### src/rtl/jump_redirect_ctrl.sv
// Jump redirect controller: sequences JAL/JALR from decode through the rs1 hazard
// wait, the PC redirect handshake, the wrong-path flush and misaligned-target exceptions.
//
// state    | meaning
// IDLE     | watching ID for a jump
// WAIT_RS1 | JALR held in ID until its rs1 write lands
// REDIRECT | target captured, redirect request held until ack
// EXC      | one-cycle misaligned-target exception pulse
// FLUSH    | squashing wrong-path fetch for FLUSH_CYCLES cycles
module jump_redirect_ctrl #(
  parameter int XLEN         = 32,
  parameter int FLUSH_CYCLES = 1
) (
  input  logic            i_clk,
  input  logic            i_rst,
  input  logic            i_id_valid,
  input  logic [31:0]     i_id_instrn,
  input  logic [XLEN-1:0] i_id_pc,
  input  logic [XLEN-1:0] i_jt_target,
  input  logic            i_rs1_busy,
  output logic            o_id_stall,
  output logic            o_redirect_valid,
  output logic [XLEN-1:0] o_redirect_pc,
  input  logic            i_redirect_ack,
  output logic            o_if_flush,
  output logic            o_link_valid,
  output logic [XLEN-1:0] o_link_data,
  output logic            o_misalign_exc,
  output logic [XLEN-1:0] o_exc_tval
);

  typedef enum logic [2:0] {
    S_IDLE     = 3'd0,
    S_WAIT_RS1 = 3'd1,
    S_REDIRECT = 3'd2,
    S_EXC      = 3'd3,
    S_FLUSH    = 3'd4
  } state_t;

  localparam logic [3:0] FLUSH_INIT = 4'(FLUSH_CYCLES);

  state_t          r_state;
  logic [3:0]      r_cnt;
  logic            r_redirect_valid;
  logic            r_if_flush;
  logic            r_misalign_exc;
  logic [XLEN-1:0] r_redirect_pc;
  logic [XLEN-1:0] r_link_data;
  logic [XLEN-1:0] r_exc_tval;

  logic            w_is_jal;
  logic            w_is_jalr;
  logic            w_is_jump;
  logic [XLEN-1:0] w_target;
  logic [XLEN-1:0] w_link;
  logic            w_misalign;
  logic            w_capture;
  logic            w_id_stall;
  logic            w_unused;

  assign w_is_jal   = (i_id_instrn[6:0] == 7'b1101111);
  assign w_is_jalr  = (i_id_instrn[6:0] == 7'b1100111) && (i_id_instrn[14:12] == 3'b000);
  assign w_is_jump  = w_is_jal | w_is_jalr;
  assign w_target   = w_is_jalr ? {i_jt_target[XLEN-1:1], 1'b0} : i_jt_target;
  assign w_link     = i_id_pc + XLEN'(4);
  assign w_misalign = w_target[1];
  assign w_unused   = ^{i_id_instrn[31:15], i_id_instrn[11:7]};

  // A JALR with a pending rs1 defers capture to the cycle the scoreboard releases it.
  assign w_capture = ((r_state == S_IDLE) && i_id_valid && w_is_jump && !(w_is_jalr && i_rs1_busy))
                   || ((r_state == S_WAIT_RS1) && i_id_valid && !i_rs1_busy);

  always_ff @(posedge i_clk) begin
    if (i_rst) begin
      r_state          <= S_IDLE;
      r_cnt            <= '0;
      r_redirect_valid <= 1'b0;
      r_if_flush       <= 1'b0;
      r_misalign_exc   <= 1'b0;
      r_redirect_pc    <= '0;
      r_link_data      <= '0;
      r_exc_tval       <= '0;
    end else if (w_capture) begin
      r_redirect_pc    <= w_target;
      r_link_data      <= w_link;
      r_exc_tval       <= w_target;
      r_redirect_valid <= ~w_misalign;
      r_misalign_exc   <= w_misalign;
      r_state          <= w_misalign ? S_EXC : S_REDIRECT;
    end else begin
      unique case (r_state)
        S_IDLE: begin
          if (i_id_valid && w_is_jump) r_state <= S_WAIT_RS1;
        end
        S_WAIT_RS1: begin
          if (!i_id_valid) r_state <= S_IDLE;
        end
        S_REDIRECT: begin
          if (i_redirect_ack) begin
            r_redirect_valid <= 1'b0;
            r_if_flush       <= 1'b1;
            r_cnt            <= FLUSH_INIT;
            r_state          <= S_FLUSH;
          end
        end
        S_FLUSH: begin
          if (r_cnt <= 4'd1) begin
            r_cnt      <= '0;
            r_if_flush <= 1'b0;
            r_state    <= S_IDLE;
          end else begin
            r_cnt <= r_cnt - 4'd1;
          end
        end
        S_EXC: begin
          r_misalign_exc <= 1'b0;
          r_state        <= S_IDLE;
        end
        default: r_state <= S_IDLE;
      endcase
    end
  end

  always_comb begin
    w_id_stall = 1'b0;
    unique case (r_state)
      S_IDLE:     w_id_stall = i_id_valid & w_is_jump;
      S_WAIT_RS1: w_id_stall = 1'b1;
      S_REDIRECT: w_id_stall = ~i_redirect_ack;
      default:    w_id_stall = 1'b0;
    endcase
  end

  // Reset overrides a same-cycle ack so a dropped redirect never writes rd.
  assign o_id_stall       = w_id_stall & ~i_rst;
  assign o_link_valid     = (r_state == S_REDIRECT) & i_redirect_ack & ~i_rst;
  assign o_redirect_valid = r_redirect_valid;
  assign o_redirect_pc    = r_redirect_pc;
  assign o_if_flush       = r_if_flush;
  assign o_link_data      = r_link_data;
  assign o_misalign_exc   = r_misalign_exc;
  assign o_exc_tval       = r_exc_tval;

endmodule

### config.mk
export PLATFORM = sky130hd
export DESIGN_NAME = jump_redirect_ctrl
export DESIGN_NICKNAME = d
export VERILOG_FILES = /design/src/rtl/jump_redirect_ctrl.sv
export SDC_FILE = /design/constraint.sdc
export NUM_CORES = 1
export LEC_CHECK = 0
export CELL_PAD_IN_SITES_DETAIL_PLACEMENT = 0
export CELL_PAD_IN_SITES_GLOBAL_PLACEMENT = 1
export CORE_MARGIN = 2
export CORE_UTILIZATION = 27
export DETAILED_ROUTE_END_ITERATION = 8
export PLACE_DENSITY = 0.81
export SETUP_SLACK_MARGIN = 0.05
export SLEW_MARGIN = 20
export SYNTH_ARGS = -nofsm -noshare
export SYNTH_HDL_FRONTEND = slang
export SYNTH_SLANG_ARGS = --single-unit
### constraint.sdc
create_clock -name i_clk -period 2.6 [get_ports i_clk]
set_clock_uncertainty 0.1 [all_clocks]
set_input_delay 0.78 -clock i_clk [delete_from_list [all_inputs] [get_ports i_clk]]
set_output_delay 0.78 -clock i_clk [all_outputs]
set_load 0.02 [all_outputs]
# [Word-level counts from Yosys, hierarchy flattened]
# Index checks and enable logic that the tools add are counted.
[op_classes] add_sub_neg=2 mul=0 n_div=0 order_cmp=1 eq_ne=12 shifts=0 mux=20 n_bitwise=9 n_reduce_logical=21
[op_table] op="adder 32 x 3 -> 32 bit (second input constant)" n=1
[op_table] op="2-to-1 mux 3 bit" n=5
[op_table] op="== test 7 bit (second input constant)" n=2
[op_table] op="one-hot mux 3 bit (4 select lines)" n=1
[op_table] op="2-to-1 mux 1 bit" n=9
[op_table] op="!= test 3 bit (second input constant)" n=3
[op_table] op="logical AND 1 bit" n=8
[op_table] op="2-to-1 mux 4 bit" n=2
[op_table] op="one-hot mux 4 bit (2 select lines)" n=1
[op_table] op="AND reduction 4 bit" n=2
[op_table] op="nonzero test 2 bit" n=4
[op_table] op="== test 3 x 2 -> 1 bit (second input constant)" n=2
[op_table] op="zero test 3 bit" n=2
[op_table] op="bitwise AND 1 bit" n=4
[op_table] op="less-or-equal comparator 4 x 1 -> 1 bit (second input constant)" n=1
[op_table] op="!= test 2 bit (second input constant)" n=2
[op_table] op="inverter 1 bit" n=4
[op_table] op="subtractor 4 x 1 -> 4 bit (second input constant)" n=1
[op_table] op="== test 3 x 1 -> 1 bit (second input constant)" n=1
[op_table] op="== test 3 bit (second input constant)" n=1
[op_table] op="!= test 3 x 2 -> 1 bit (second input constant)" n=1
[op_table] op="one-hot mux 1 bit (3 select lines)" n=1
[op_table] op="AND reduction 3 bit" n=1
[op_table] op="zero test 1 bit" n=2
[op_table] op="4 further kinds" n=4
[totals] ff_bits=74 latch_bits=0 mem_bits_rw=0 rom_bits=0 out_inout_bits=101 mem_count=0

# [Logic depth before layout (Yosys ltp)]
[logic_depth] word_depth=8 ltp_mapped=7 depth_no_buf=7

# [Worst setup path after synthesis]
# No wires, ideal clock.
[synth_path] path_type="input to output" start="in i_id_instrn[4]" end="out o_id_stall" arrival_time_ps=1655 t_required_ps=1720 setup_slack_ps=65 cell_stages=5 n_path_buf=0 cell_sequence="and4b_1 -> and2_1 -> a31oi_1 -> o22ai_1 -> and3_1"
[synth_via] elab_chain_len=6
[synth_lines] item="from (decl)" line="17" source="input logic [31:0] i_id_instrn,"
[synth_lines] item="== test 7 bit" line="62" source="assign w_is_jalr = (i_id_instrn[6:0] == 7'b1100111) && (i_id_instrn[14:12] == 3'b000);"
[synth_lines] item="logical AND 1 bit" line="62"
[synth_lines] item="bitwise OR 1 bit *" line="63" source="assign w_is_jump = w_is_jal | w_is_jalr;"
[synth_lines] item="bitwise AND 1 bit *" line="127" source="S_IDLE: w_id_stall = i_id_valid & w_is_jump;"
[synth_lines] item="one-hot mux 1 bit (3 select lines) *" line="126" source="unique case (r_state)"
[synth_lines] item="bitwise AND 1 bit *" line="135" source="assign o_id_stall = w_id_stall & ~i_rst;"
[synth_lines] item="to (decl)" line="21" source="output logic o_id_stall,"
# Mark *: on every way between the ends. The rest lies on a longest branch, timed or not.

# [Worst setup path after layout]
[layout_path] start="in i_id_instrn[14]" end="out o_id_stall"
[layout_via] elab_chain_len=6
[layout_lines] item="zero test 3 bit" line="62"
[layout_lines] item="logical AND 1 bit" line="62"
[layout_lines] item="bitwise OR 1 bit" line="63"
[layout_lines] item="bitwise AND 1 bit" line="127"
[layout_lines] item="one-hot mux 1 bit (3 select lines)" line="126"
[layout_lines] item="bitwise AND 1 bit" line="135"
# Every way passes these cells.

==> metrics.md <==
| Metric | Value |
|---|---|
| Status | `complete, but fails checks` |
| Failing checks | `negative setup slack` |
| Final Hold Fails | `0` |
| Hold WC Path Type | `register to register` |
| Antenna Cells | `0` |
| Largest delay contributor family on the critical path | `simple AND/OR/NAND/NOR gates` |
| Wirelength, routed | `between 10 and 15 mm` |
| TritonCTS clock tree | `built` |
| Switching share of power | `between 20 and 25%` |
| Initial antenna violation count | `0` |
| Sink Count | `74` |
| Post-DRT Antenna Nets | `0` |
| Clock root buffer | `clkbuf_16` |
| Internal power | `a little under 2 mW` |
| YS warnings | `0` |
| Worst Path Required | `between 1.5 and 2 ns` |
| Ys async rst share | `0%` |
| Multi-input gate area | `1821 sq um` |
| VDD IR max | `~320 uV` |
| Power per cell area | `approximately 430 nW/um^2` |
| Crit-path max FO | `2` |
| Yosys cell types | `45` |
| # Max-Cap Violations | `0` |
| Clock Path Buffers | `2` |
| CTS clk-pin slew, worst paths | `0.05 ns` |
| Detailed-route via count | `between 3000 and 4000` |
| Syn Area/Cell | `between 8 and 9 sq um` |
| Gr usage total | `between 10% and 20%` |
| IO buf count | `179` |
| Switching power | `0.5700 mW` |
| Sequential power share | `45.2%` |
| GP Congestion | `between 0.8 and 0.9` |
| Via density | `4.595` |
| CP Cell Sequence | `buf_4 -> nor3_4 -> or2_4 -> a31oi_1 -> o22ai_1 -> and3_1 -> buf_6` |
| Mapped Cells | `around 440` |
| Synth top area cells | `dfxtp_1 (41%), nand2_1 (8.9%), buf_4 (6.6%)` |
| Worst setup path class | `primary input to output pin` |
| First-pass GRT wire length | `~17 mm` |
| Hold depth | `2` |
| WP buf/inv | `2` |
| First-pass DRT Iterations | `4` |
| Num ports | `slightly above 200` |
| Slowest stage delay, CP | `roughly 0.23 ns` |
| Area share of the largest cell type after synthesis | `40.77%` |
| Period utilisation layout | `101.8%` |
| Startpoint types | `primary input` |
| Worst path slowest cell | `nor3_4` |
| FMAX | `378.0 MHz` |
| Vias in the first global route | `around 3500` |
| Number of CTS-inserted buffers | `9` |
| Placed Instance Area | `approximately 5700 sq um` |
| H-tree depth | `3` |
| Cell Area, Synth | `approximately 3600 sq um` |
| Number of flops mapped to enable cells by yosys | `0` |
| Pin count of the biggest net entering global routing | `45` |
| Setup TNS | `-0.04570 ns` |
| Slew @ Worst Pin | `between 0.6 and 0.7 ns` |
| Setup WS pre-CTS | `-0.9898 ns` |
| R2R cell count | `5` |
| Final setup vio count | `1` |
| Fin crit period | `approximately 2.6 ns` |
| Clock power frac | `between 40 and 50%` |
| GRT overflow | `0` |
| Synth Flop Type | `dfxtp_1` |
| Storage cell area | `~1500 sq um` |
| Starting density of the core | `between 20% and 30%` |
| Crit path capture type | `output pin` |
| CP Depth | `7` |
| Sequential fraction of the synthesis area | `between 40% and 50%` |
| Die Ht | `around 120 um` |
| Initial DRC count | `186` |
| HPWL after detailed placement | `8.047 mm` |
| Final net count | `~730` |
| Rows | `42` |
| CP Data Arrival Time | `around 1.8 ns` |
| P_leak | `2.092 nW` |
| Yosys top cell by area | `dfxtp_1` |
| Area of the core | `around 13000 sq um` |
| Final Max Slew Viols | `0` |
| Drt wl/cell | `approximately 13 um` |
| Clk_lat worst skew | `roughly 0.32 ns` |
| Synthesized Nets | `547` |
| Share of layout cells above drive strength 1 | `between 10% and 20%` |
| Filler instances | `1262` |
| Remaining DRCs | `0` |
| Die X | `120.0 um` |
| Gate power share | `a little under an eighth` |
| RSZ-0062 raised after global routing | `yes` |
| Final instance area | `5939 sq um` |
| Area grow syn2layout | `63.46%` |
| Final worst slack | `-0.04570 ns` |
| Seq cells post-synth | `74` |
| Die Area | `between 10000 and 15000 sq um` |
| Relative slew slack | `roughly three fifths` |
[flip-flops by register name, indices dropped and copies added (netlist names)]
signal / cells
o_exc_tval: 32
o_link_data: 32
r_cnt: 4
r_state: 3
o_if_flush: 1
o_misalign_exc: 1
o_redirect_valid: 1
[metal layers]
layer,share of wire [%],up-vias,GRT usage [%]
met5,0,-,0
met4,1.7,0,4.853
met3,8.3,13,4.325
met2,46,150,24.75
met1,44,1665,17.84
li1,-,1848,-
[timing repair]
action | 4_1_cts | 5_1_grt
resized for setup | 52 | 6
pin swaps | 8 | 2
cloned | 0 | 0
hold buffers | 0 | 0
setup endpoints to repair | 2 | 3
setup buffers | 2 | 0
[stage by stage]
step / util [%] / power [mW] / instances / hold WS, ns
3_5_place_dp: 43.00 / 1.463 / 784 / 0.3519
4_1_cts: 44.93 / 2.584 / 800 / 0.3598
2_1_floorplan: - / 1.259 / 443 / 0.3778
3_3_place_gp: 43.00 / 1.460 / 784 / 0.3459
5_1_grt: 45.03 / 2.646 / 800 / 0.3722
6_report: 45.03 / 2.536 / 800 / 0.3611
[worst paths after layout]
path / start / to / slack, ns
min: o_link_data[1] / o_link_data[1] / 0.36
max reg2reg: r_state[0] / r_cnt[3] / 0.74
min reg2reg: o_link_data[1] / o_link_data[1] / 0.36
max: i_id_instrn[14] / o_id_stall / -0.05
[cell families (layout without fill, tap and decap cells)]
logic type | count (synthesis) | count (layout) | share of synthesized area, %
AND/OR/NAND/NOR | 184 | 184 | 24.59
buffers and inverters | 64 | 245 | 10.23
adder cells (fa/ha/maj) | 3 | 3 | 1.033
XOR/XNOR | 28 | 28 | 6.749
AO/OA/AOI/OAI | 90 | 90 | 16.63
flip-flops | 74 | 74 | 40.77
[tightest hold or removal path, delay by kind of cell (launching register included)]
family          cells  cell delay (ns)
flops               1             0.31
simple gates        1             0.05
compound gates      1             0.05
[cell type report]
class	instances	area share [%]
inverter	9	0.5688
clock inverter	4	0.3371
sequential	74	24.94
clock buffer	10	4.024
tap	176	3.708
timing repair buffer	222	35.77
multi-input combinational	305	30.65
[power groups by stage]
stage               Combinational, mW  Sequential, mW  Clock, mW
floorplan                      0.0803            1.18          0
global placement                0.289            1.17          0
detailed placement              0.292            1.17          0
CTS                             0.291            1.15       1.15
global route                    0.314            1.15       1.19
finish                          0.292            1.15       1.10
[cells in the mapped netlist (2+ instances only)]
master    number
nor3_1         3
a21oi_1       45
nor4_4         2
xor2_1        23
buf_2          9
inv_1          9
o21ai_1        3
and2_1         2
a31oi_1        2
nand2_1       86
nand4_1       11
dfxtp_1       74
o21ai_0        2
a211oi_1      19
ha_1           3
a211oi_2      10
o31ai_1        2
nor2_1        41
nor2b_1        3
nand2b_1       2
buf_1          3
nand3_1       15
nand4_4        2
o21a_1         2
buf_4         32
or3_1          2
clkbuf_1      11
and3_1         4
xnor2_1        5
[cells in the final DEF, fill, tap and decap left out, types with 5 or more instances in the layout]
master	instances
buf_4	40
a211oi_2	10
nand4_1	11
clkdlybuf4s50_1	164
xnor2_1	5
buf_2	7
a21oi_1	45
a211oi_1	19
xor2_1	23
nand3_1	15
nor2_1	41
clkbuf_16	9
nand2_1	86
dfxtp_1	74
inv_1	9
(Power assumes the default switching activity.)
